<file path="config.mk">
export PLATFORM = sky130hd
export DESIGN_NAME = keypad_scanner
export DESIGN_NICKNAME = d
export VERILOG_FILES = /design/src/rtl/keypad_scanner.sv
export SDC_FILE = /design/constraint.sdc
export NUM_CORES = 1
export LEC_CHECK = 0
export CAP_MARGIN = 20
export CORE_MARGIN = 8
export CORE_UTILIZATION = 40
export DETAILED_ROUTE_END_ITERATION = 7
export HOLD_SLACK_MARGIN = 0.08
export PLACE_DENSITY_LB_ADDON = 0.08
export SKIP_CTS_REPAIR_TIMING = 1
export SLEW_MARGIN = 20
export SYNTH_ARGS = -nofsm -noshare
export SYNTH_HDL_FRONTEND = slang
export SYNTH_SLANG_ARGS = --single-unit
export TNS_END_PERCENT = 30
</file>
<file path="constraint.sdc">
create_clock -name clk -period 5 [get_ports clk]
set_clock_uncertainty 0.1 [all_clocks]
set_input_delay 0.5 -clock clk [delete_from_list [all_inputs] [get_ports clk]]
set_output_delay 0.5 -clock clk [all_outputs]
set_load 0.03 [all_outputs]
</file>
<file path="src/rtl/keypad_scanner.sv">
// Keypad matrix scanner: drives one-cold columns, debounces each key once per frame and
// queues press events (key index = c*NUM_ROWS + r) in a show-ahead FIFO with a
// valid/ready read port.
// Optional feature macro: KEYSCAN_RELEASE_EVT_EN -- when defined, releases are queued too,
// with key_release=1.
`timescale 1ns/1ps

module keypad_scanner #(
    parameter int unsigned CLK_HZ         = 100_000_000,
    parameter int unsigned SCAN_US        = 1000,
    parameter int unsigned SETTLE_US      = 1,
    parameter int unsigned NUM_ROWS       = 4,
    parameter int unsigned NUM_COLS       = 4,
    parameter int unsigned DEBOUNCE_SCANS = 3,
    parameter int unsigned FIFO_DEPTH     = 4,
    localparam int unsigned NUM_KEYS      = NUM_ROWS * NUM_COLS,
    localparam int unsigned KW            = (NUM_KEYS > 1) ? $clog2(NUM_KEYS) : 1
) (
    input  logic                clk,
    input  logic                rst,
    input  logic [NUM_ROWS-1:0] row,
    output logic [NUM_COLS-1:0] col,
    output logic [KW-1:0]       key_code,
    output logic                key_release,
    output logic                key_valid,
    input  logic                key_ready,
    output logic                key_down,
    output logic                overflow
);

    localparam int unsigned DWELL     = CLK_HZ / 1_000_000 * SCAN_US;
    localparam int unsigned SETTLE    = CLK_HZ / 1_000_000 * SETTLE_US;
    localparam int unsigned SETTLE_AT = (SETTLE > 0) ? SETTLE - 1 : 0;
    localparam int unsigned TW        = (DWELL > 1) ? $clog2(DWELL) : 1;
    localparam int unsigned CIW       = (NUM_COLS > 1) ? $clog2(NUM_COLS) : 1;
    localparam int unsigned RIW       = (NUM_ROWS > 1) ? $clog2(NUM_ROWS) : 1;
    localparam int unsigned DW        = (DEBOUNCE_SCANS > 1) ? $clog2(DEBOUNCE_SCANS) : 1;
    localparam int unsigned AW        = $clog2(FIFO_DEPTH);
`ifdef KEYSCAN_RELEASE_EVT_EN
    localparam int unsigned EW        = KW + 1;
`else
    localparam int unsigned EW        = KW;
`endif

    if (DWELL <= SETTLE + NUM_ROWS + 1) begin : g_bad_dwell
        $error("keypad_scanner: DWELL must exceed SETTLE + NUM_ROWS + 1");
    end
    if (FIFO_DEPTH < 2 || (FIFO_DEPTH & (FIFO_DEPTH - 1)) != 0) begin : g_bad_depth
        $error("keypad_scanner: FIFO_DEPTH must be a power of 2 and >= 2");
    end

    typedef enum logic [1:0] {StDrive, StSample, StEnq, StWait} state_e;

    state_e            state_q, state_d;
    logic [TW-1:0]     tick_q, tick_d;
    logic [CIW-1:0]    col_idx_q, col_idx_d;
    logic [RIW-1:0]    row_idx_q, row_idx_d;
    logic              last_tick;

    logic [NUM_KEYS-1:0] stable_q, stable_d;
    logic [DW-1:0]       cnt_q [NUM_KEYS];
    logic [DW-1:0]       cnt_d [NUM_KEYS];
    logic [NUM_ROWS-1:0] evt_q, evt_d;
`ifdef KEYSCAN_RELEASE_EVT_EN
    logic [NUM_ROWS-1:0] rel_q, rel_d;
`endif

    logic [EW-1:0]     mem_q [FIFO_DEPTH];
    logic [AW:0]       wr_ptr_q, rd_ptr_q;
    logic              empty, full, push, pop, push_ok;
    logic [KW-1:0]     push_code;
    logic [EW-1:0]     push_ent, head;
    logic              overflow_q;

    assign last_tick = (tick_q == TW'(DWELL - 1));

    // Scan sequencing: tick/column counters and per-column phase FSM
    always_comb begin
        tick_d    = last_tick ? '0 : tick_q + 1'b1;
        col_idx_d = col_idx_q;
        row_idx_d = row_idx_q;
        state_d   = state_q;
        if (last_tick) begin
            col_idx_d = (col_idx_q == CIW'(NUM_COLS - 1)) ? '0 : col_idx_q + 1'b1;
        end
        case (state_q)
            StDrive:  if (tick_q == TW'(SETTLE_AT)) state_d = StSample;
            StSample: begin
                state_d   = StEnq;
                row_idx_d = '0;
            end
            StEnq: begin
                if (row_idx_q == RIW'(NUM_ROWS - 1)) begin
                    state_d = StWait;
                end else begin
                    row_idx_d = row_idx_q + 1'b1;
                end
            end
            StWait:   if (last_tick) state_d = StDrive;
            default:  state_d = StDrive;
        endcase
    end

    // Per-key debounce for the driven column, evaluated once per frame at SAMPLE
    always_comb begin
        stable_d = stable_q;
        cnt_d    = cnt_q;
        evt_d    = evt_q;
`ifdef KEYSCAN_RELEASE_EVT_EN
        rel_d    = rel_q;
`endif
        if (state_q == StSample) begin
            for (int c = 0; c < NUM_COLS; c++) begin
                for (int r = 0; r < NUM_ROWS; r++) begin
                    if (col_idx_q == CIW'(c)) begin
                        evt_d[r] = 1'b0;
                        if (!row[r] != stable_q[c*NUM_ROWS+r]) begin
                            if (cnt_q[c*NUM_ROWS+r] == DW'(DEBOUNCE_SCANS - 1)) begin
                                stable_d[c*NUM_ROWS+r] = !stable_q[c*NUM_ROWS+r];
                                cnt_d[c*NUM_ROWS+r]    = '0;
`ifdef KEYSCAN_RELEASE_EVT_EN
                                evt_d[r] = 1'b1;
                                rel_d[r] = stable_q[c*NUM_ROWS+r];
`else
                                evt_d[r] = !stable_q[c*NUM_ROWS+r];
`endif
                            end else begin
                                cnt_d[c*NUM_ROWS+r] = cnt_q[c*NUM_ROWS+r] + 1'b1;
                            end
                        end else begin
                            cnt_d[c*NUM_ROWS+r] = '0;
                        end
                    end
                end
            end
        end
    end

    // FIFO control: one candidate push per ENQ cycle, pop on handshake
    always_comb begin
        push_code = KW'(col_idx_q) * KW'(NUM_ROWS) + KW'(row_idx_q);
        push      = (state_q == StEnq) && evt_q[row_idx_q];
`ifdef KEYSCAN_RELEASE_EVT_EN
        push_ent  = {rel_q[row_idx_q], push_code};
`else
        push_ent  = push_code;
`endif
        empty     = (wr_ptr_q == rd_ptr_q);
        full      = (wr_ptr_q[AW] != rd_ptr_q[AW]) && (wr_ptr_q[AW-1:0] == rd_ptr_q[AW-1:0]);
        pop       = !empty && key_ready;
        // A full FIFO still accepts when the head leaves in the same cycle
        push_ok   = push && (!full || pop);
        head      = mem_q[rd_ptr_q[AW-1:0]];
    end

    // Scanner state registers
    always_ff @(posedge clk or posedge rst) begin
        if (rst) begin
            state_q   <= StDrive;
            tick_q    <= '0;
            col_idx_q <= '0;
            row_idx_q <= '0;
            stable_q  <= '0;
            evt_q     <= '0;
`ifdef KEYSCAN_RELEASE_EVT_EN
            rel_q     <= '0;
`endif
            for (int k = 0; k < NUM_KEYS; k++) cnt_q[k] <= '0;
        end else begin
            state_q   <= state_d;
            tick_q    <= tick_d;
            col_idx_q <= col_idx_d;
            row_idx_q <= row_idx_d;
            stable_q  <= stable_d;
            evt_q     <= evt_d;
`ifdef KEYSCAN_RELEASE_EVT_EN
            rel_q     <= rel_d;
`endif
            cnt_q     <= cnt_d;
        end
    end

    // Event FIFO storage, pointers and overflow pulse
    always_ff @(posedge clk or posedge rst) begin
        if (rst) begin
            wr_ptr_q   <= '0;
            rd_ptr_q   <= '0;
            overflow_q <= 1'b0;
            for (int i = 0; i < FIFO_DEPTH; i++) mem_q[i] <= '0;
        end else begin
            overflow_q <= push && full && !pop;
            if (push_ok) begin
                mem_q[wr_ptr_q[AW-1:0]] <= push_ent;
                wr_ptr_q <= wr_ptr_q + 1'b1;
            end
            if (pop) rd_ptr_q <= rd_ptr_q + 1'b1;
        end
    end

    assign col       = ~(NUM_COLS'(1) << col_idx_q);
    assign key_valid = !empty;
    assign key_code  = head[KW-1:0];
`ifdef KEYSCAN_RELEASE_EVT_EN
    assign key_release = head[KW];
`else
    assign key_release = 1'b0;
`endif
    assign key_down  = |stable_q;
    assign overflow  = overflow_q;

endmodule

</file>
==> run_results.csv <==
group,metric,value,unit
placed_design,dp_hpwl,6500,um
yosys,syn_area,0.00479,mm2
global_route,grt_pass1_wl,16100,um
finish,synthToLayoutAreaGrowth,12.0,%
clocking,cts_tree,"yes",
sta,min_period_over_period,54.1,%
critical_path,critical_path.startpoint_type,"flop",
global_route,grt_max_degree,71,
power,ir_drop,0.143,mV
sta,worst_pin_slew,975,ps
global_route,track_usage,12.8,%
sta,setup_tns,0,ps
route,dr.pass1.iters,4,
critical_path,cp.arrival,2110,ps
yosys,ys_types,40,
yosys,synth_nets,448,
clocking,h-tree-depth,3,
finish,fillers,1123,
global_route,grt_pass1_vias,3142,
route,wl_per_cell,15.9,um
clocking,clock_path_buffers,2,
run,maxCapViolCount,0,
run_status,status,"finished clean",
sta,rsz0062_at_grt,"false",
yosys,syn_avg_cell_area,11.3,um2
yosys,synthTopCellsByArea,"dfrtp_1, mux2_2, ha_1",
finish,antennaDiodeCount,0,
placed_design,post-place-ws,2640,ps
finish,drive_above_1_share,13.6,%
placed_design,gp_congestion,0.732,
min_path,min_path_cells,2,
die,core-area,0.0119,mm2
yosys,ys_ff_latch,98,
critical_path,crit_path_end_kind,"primary output",
route,vias,3145,
route,routed_wl,9340,um
critical_path,r2r_cells,4,
sta,maxSlewHeadroom,34.2,%
route,drc_errors,0,
route,viasPerCell,5.36,
critical_path,critical_path.max_fanout,7,
power,leakage,0.00220,uW
yosys,yosys_warnings,0,
die,die-area,0.0157,mm2
sta,setup_violations,0,
min_path,hp-class,"flop to flop",
global_route,antenna_found_initial,0,
yosys,ys_async_sr_fraction,100,%
die,die_w,125,um
yosys,seq_area_frac_synth,51.2,%
clocking,cts_num_sinks,98,
sta,finalCriticalPeriod,2710,ps
clocking,numCtsBuffers,9,
power,power_density,283,mW/mm2
critical_path,worstPathRequired,4400,ps
yosys,synth_top_cell_area_share,51.2,%
yosys,synth_edf_count,0,
sta,setup_ws,2290,ps
die,ios,19,
yosys,synth_flop_cell,"dfrtp_1",
die,start_util,40.4,%
finish,fin_nets,458,
sta,finalHoldViolCount,0,
yosys,postSynthCellCount,425,
die,core.rowCount,40,
placed_design,io_buffer_count,17,
route,drtIter0Drc,197,
clocking,clock_latency,350,ps
route,ant_nets,0,
sta,slew_viol_final,0,
finish,seqCellArea,0.00245,mm2
finish,final_common_cell,"dfrtp_1",
die,die_y,125,um
sta,max_freq,370,MHz
global_route,globalRoute.totalOverflow,0,
clocking,cts_root_buf,"clkbuf_16",
clocking,clkSlewWorstSetupHoldPaths,70,ps
yosys,yosysTopAreaCell,"dfrtp_1",
finish,mostFrequentLayoutCells,"dfrtp_1, mux2_2, nor2_1, nor3_1, xor2_1",
critical_path,crit_type,"flop to primary output",
finish,multiInputGateArea,0.00221,mm2
## critical path: stages (launching register included)
cell	delay, ps
dfrtp_1	580
mux4_2	560
clkdlybuf4s50_1	610
## through the flow
| stage | cell area [um2] | util [%] | instances | hold slack [ps] | power [uW] |
|---|---|---|---|---|---|
| 6_report | 5370 | 45.2 | 587 | 380 | 1520 |
| 5_1_grt | 5370 | 45.2 | 587 | 411 | 1570 |
| 4_1_cts | 5370 | 45.2 | 587 | 388 | 1540 |
| 3_5_place_dp | 5080 | 42.8 | 571 | 374 | 864 |
| 3_3_place_gp | 5080 | 42.8 | 571 | 374 | 863 |
| 2_1_floorplan | 4790 | - | 425 | 345 | 849 |
## sequential cells by signal, indices dropped and copies added (netlist names), 3 cells and up
signal,flops
mem_q,16
wr_ptr_q,3
cnt_q,32
rd_ptr_q,3
evt_q,4
tick_q,17
stable_q,16
## synth_stat cells, types with 4 or more instances
master	n
mux4_2	5
mux2_2	36
nand3_1	16
o31ai_1	4
a22oi_1	4
xnor2_1	18
nor3_1	22
inv_1	14
a31oi_1	13
nor2_1	25
nor2b_1	17
nand2_1	19
o311ai_0	4
nor4_1	4
xor2_1	20
nand2b_1	4
a21oi_1	13
ha_1	16
and2_1	4
dfrtp_1	98
a22o_1	17
o21ai_0	13
clkbuf_1	17
## kinds of logic after synthesis
kind of cell	Yosys count	share of synthesized area [%]
other cells	1	0.0783
mux	42	11.1
fa+ha+maj	16	4.18
compound gates	72	10.3
buf+inv	33	2.69
flops	98	51.2
xor+xnor	38	6.95
simple gates	125	13.5
## area by class of cell
| cell class | count | share of cell area (%) |
|---|---|---|
| flip-flops and latches | 98 | 45.7 |
| multi-input cells | 294 | 41.2 |
| clock buffers | 15 | 5.18 |
| well taps | 147 | 3.43 |
| repair buffers | 18 | 3.31 |
| inverters | 14 | 1.03 |
| clock inverters | 1 | 0.140 |
## power by group
| group | leakage [uW] | internal [uW] | switching (uW) |
|---|---|---|---|
| Sequential | 0.00121 | 799 | 5.26 |
| Clock | 0.000136 | 379 | 290 |
| Combinational | 0.000846 | 14.9 | 27.9 |
## final timing paths
path | from | to | slack (ps)
min reg2reg | evt_q[0]$_DFFE_PP0P_ | evt_q[0]$_DFFE_PP0P_ | 380
min | evt_q[0]$_DFFE_PP0P_ | evt_q[0]$_DFFE_PP0P_ | 380
min in group asynchronous | rst | tick_q[0]$_DFF_PP0_ | 570
max reg2reg | col_idx_q[1]$_DFFE_PP0N_ | evt_q[1]$_DFFE_PP0P_ | 2660
max in group asynchronous | rst | mem_q[3]$_DFFE_PP0P_ | 3230
max | rd_ptr_q[0]$_DFFE_PP0P_ | key_code[3] | 2290
## per-layer routing
| metal | vias to the layer above | wire length, um | GRT usage [%] |
|---|---|---|---|
| met2 | 35 | 4140 | 19.0 |
| met5 | - | 0 | 0 |
| li1 | 1550 | - | - |
| met4 | 0 | 204 | 6.88 |
| met3 | 11 | 300 | 2.68 |
| met1 | 1549 | 4690 | 17.3 |
(Power assumes the default switching activity.)
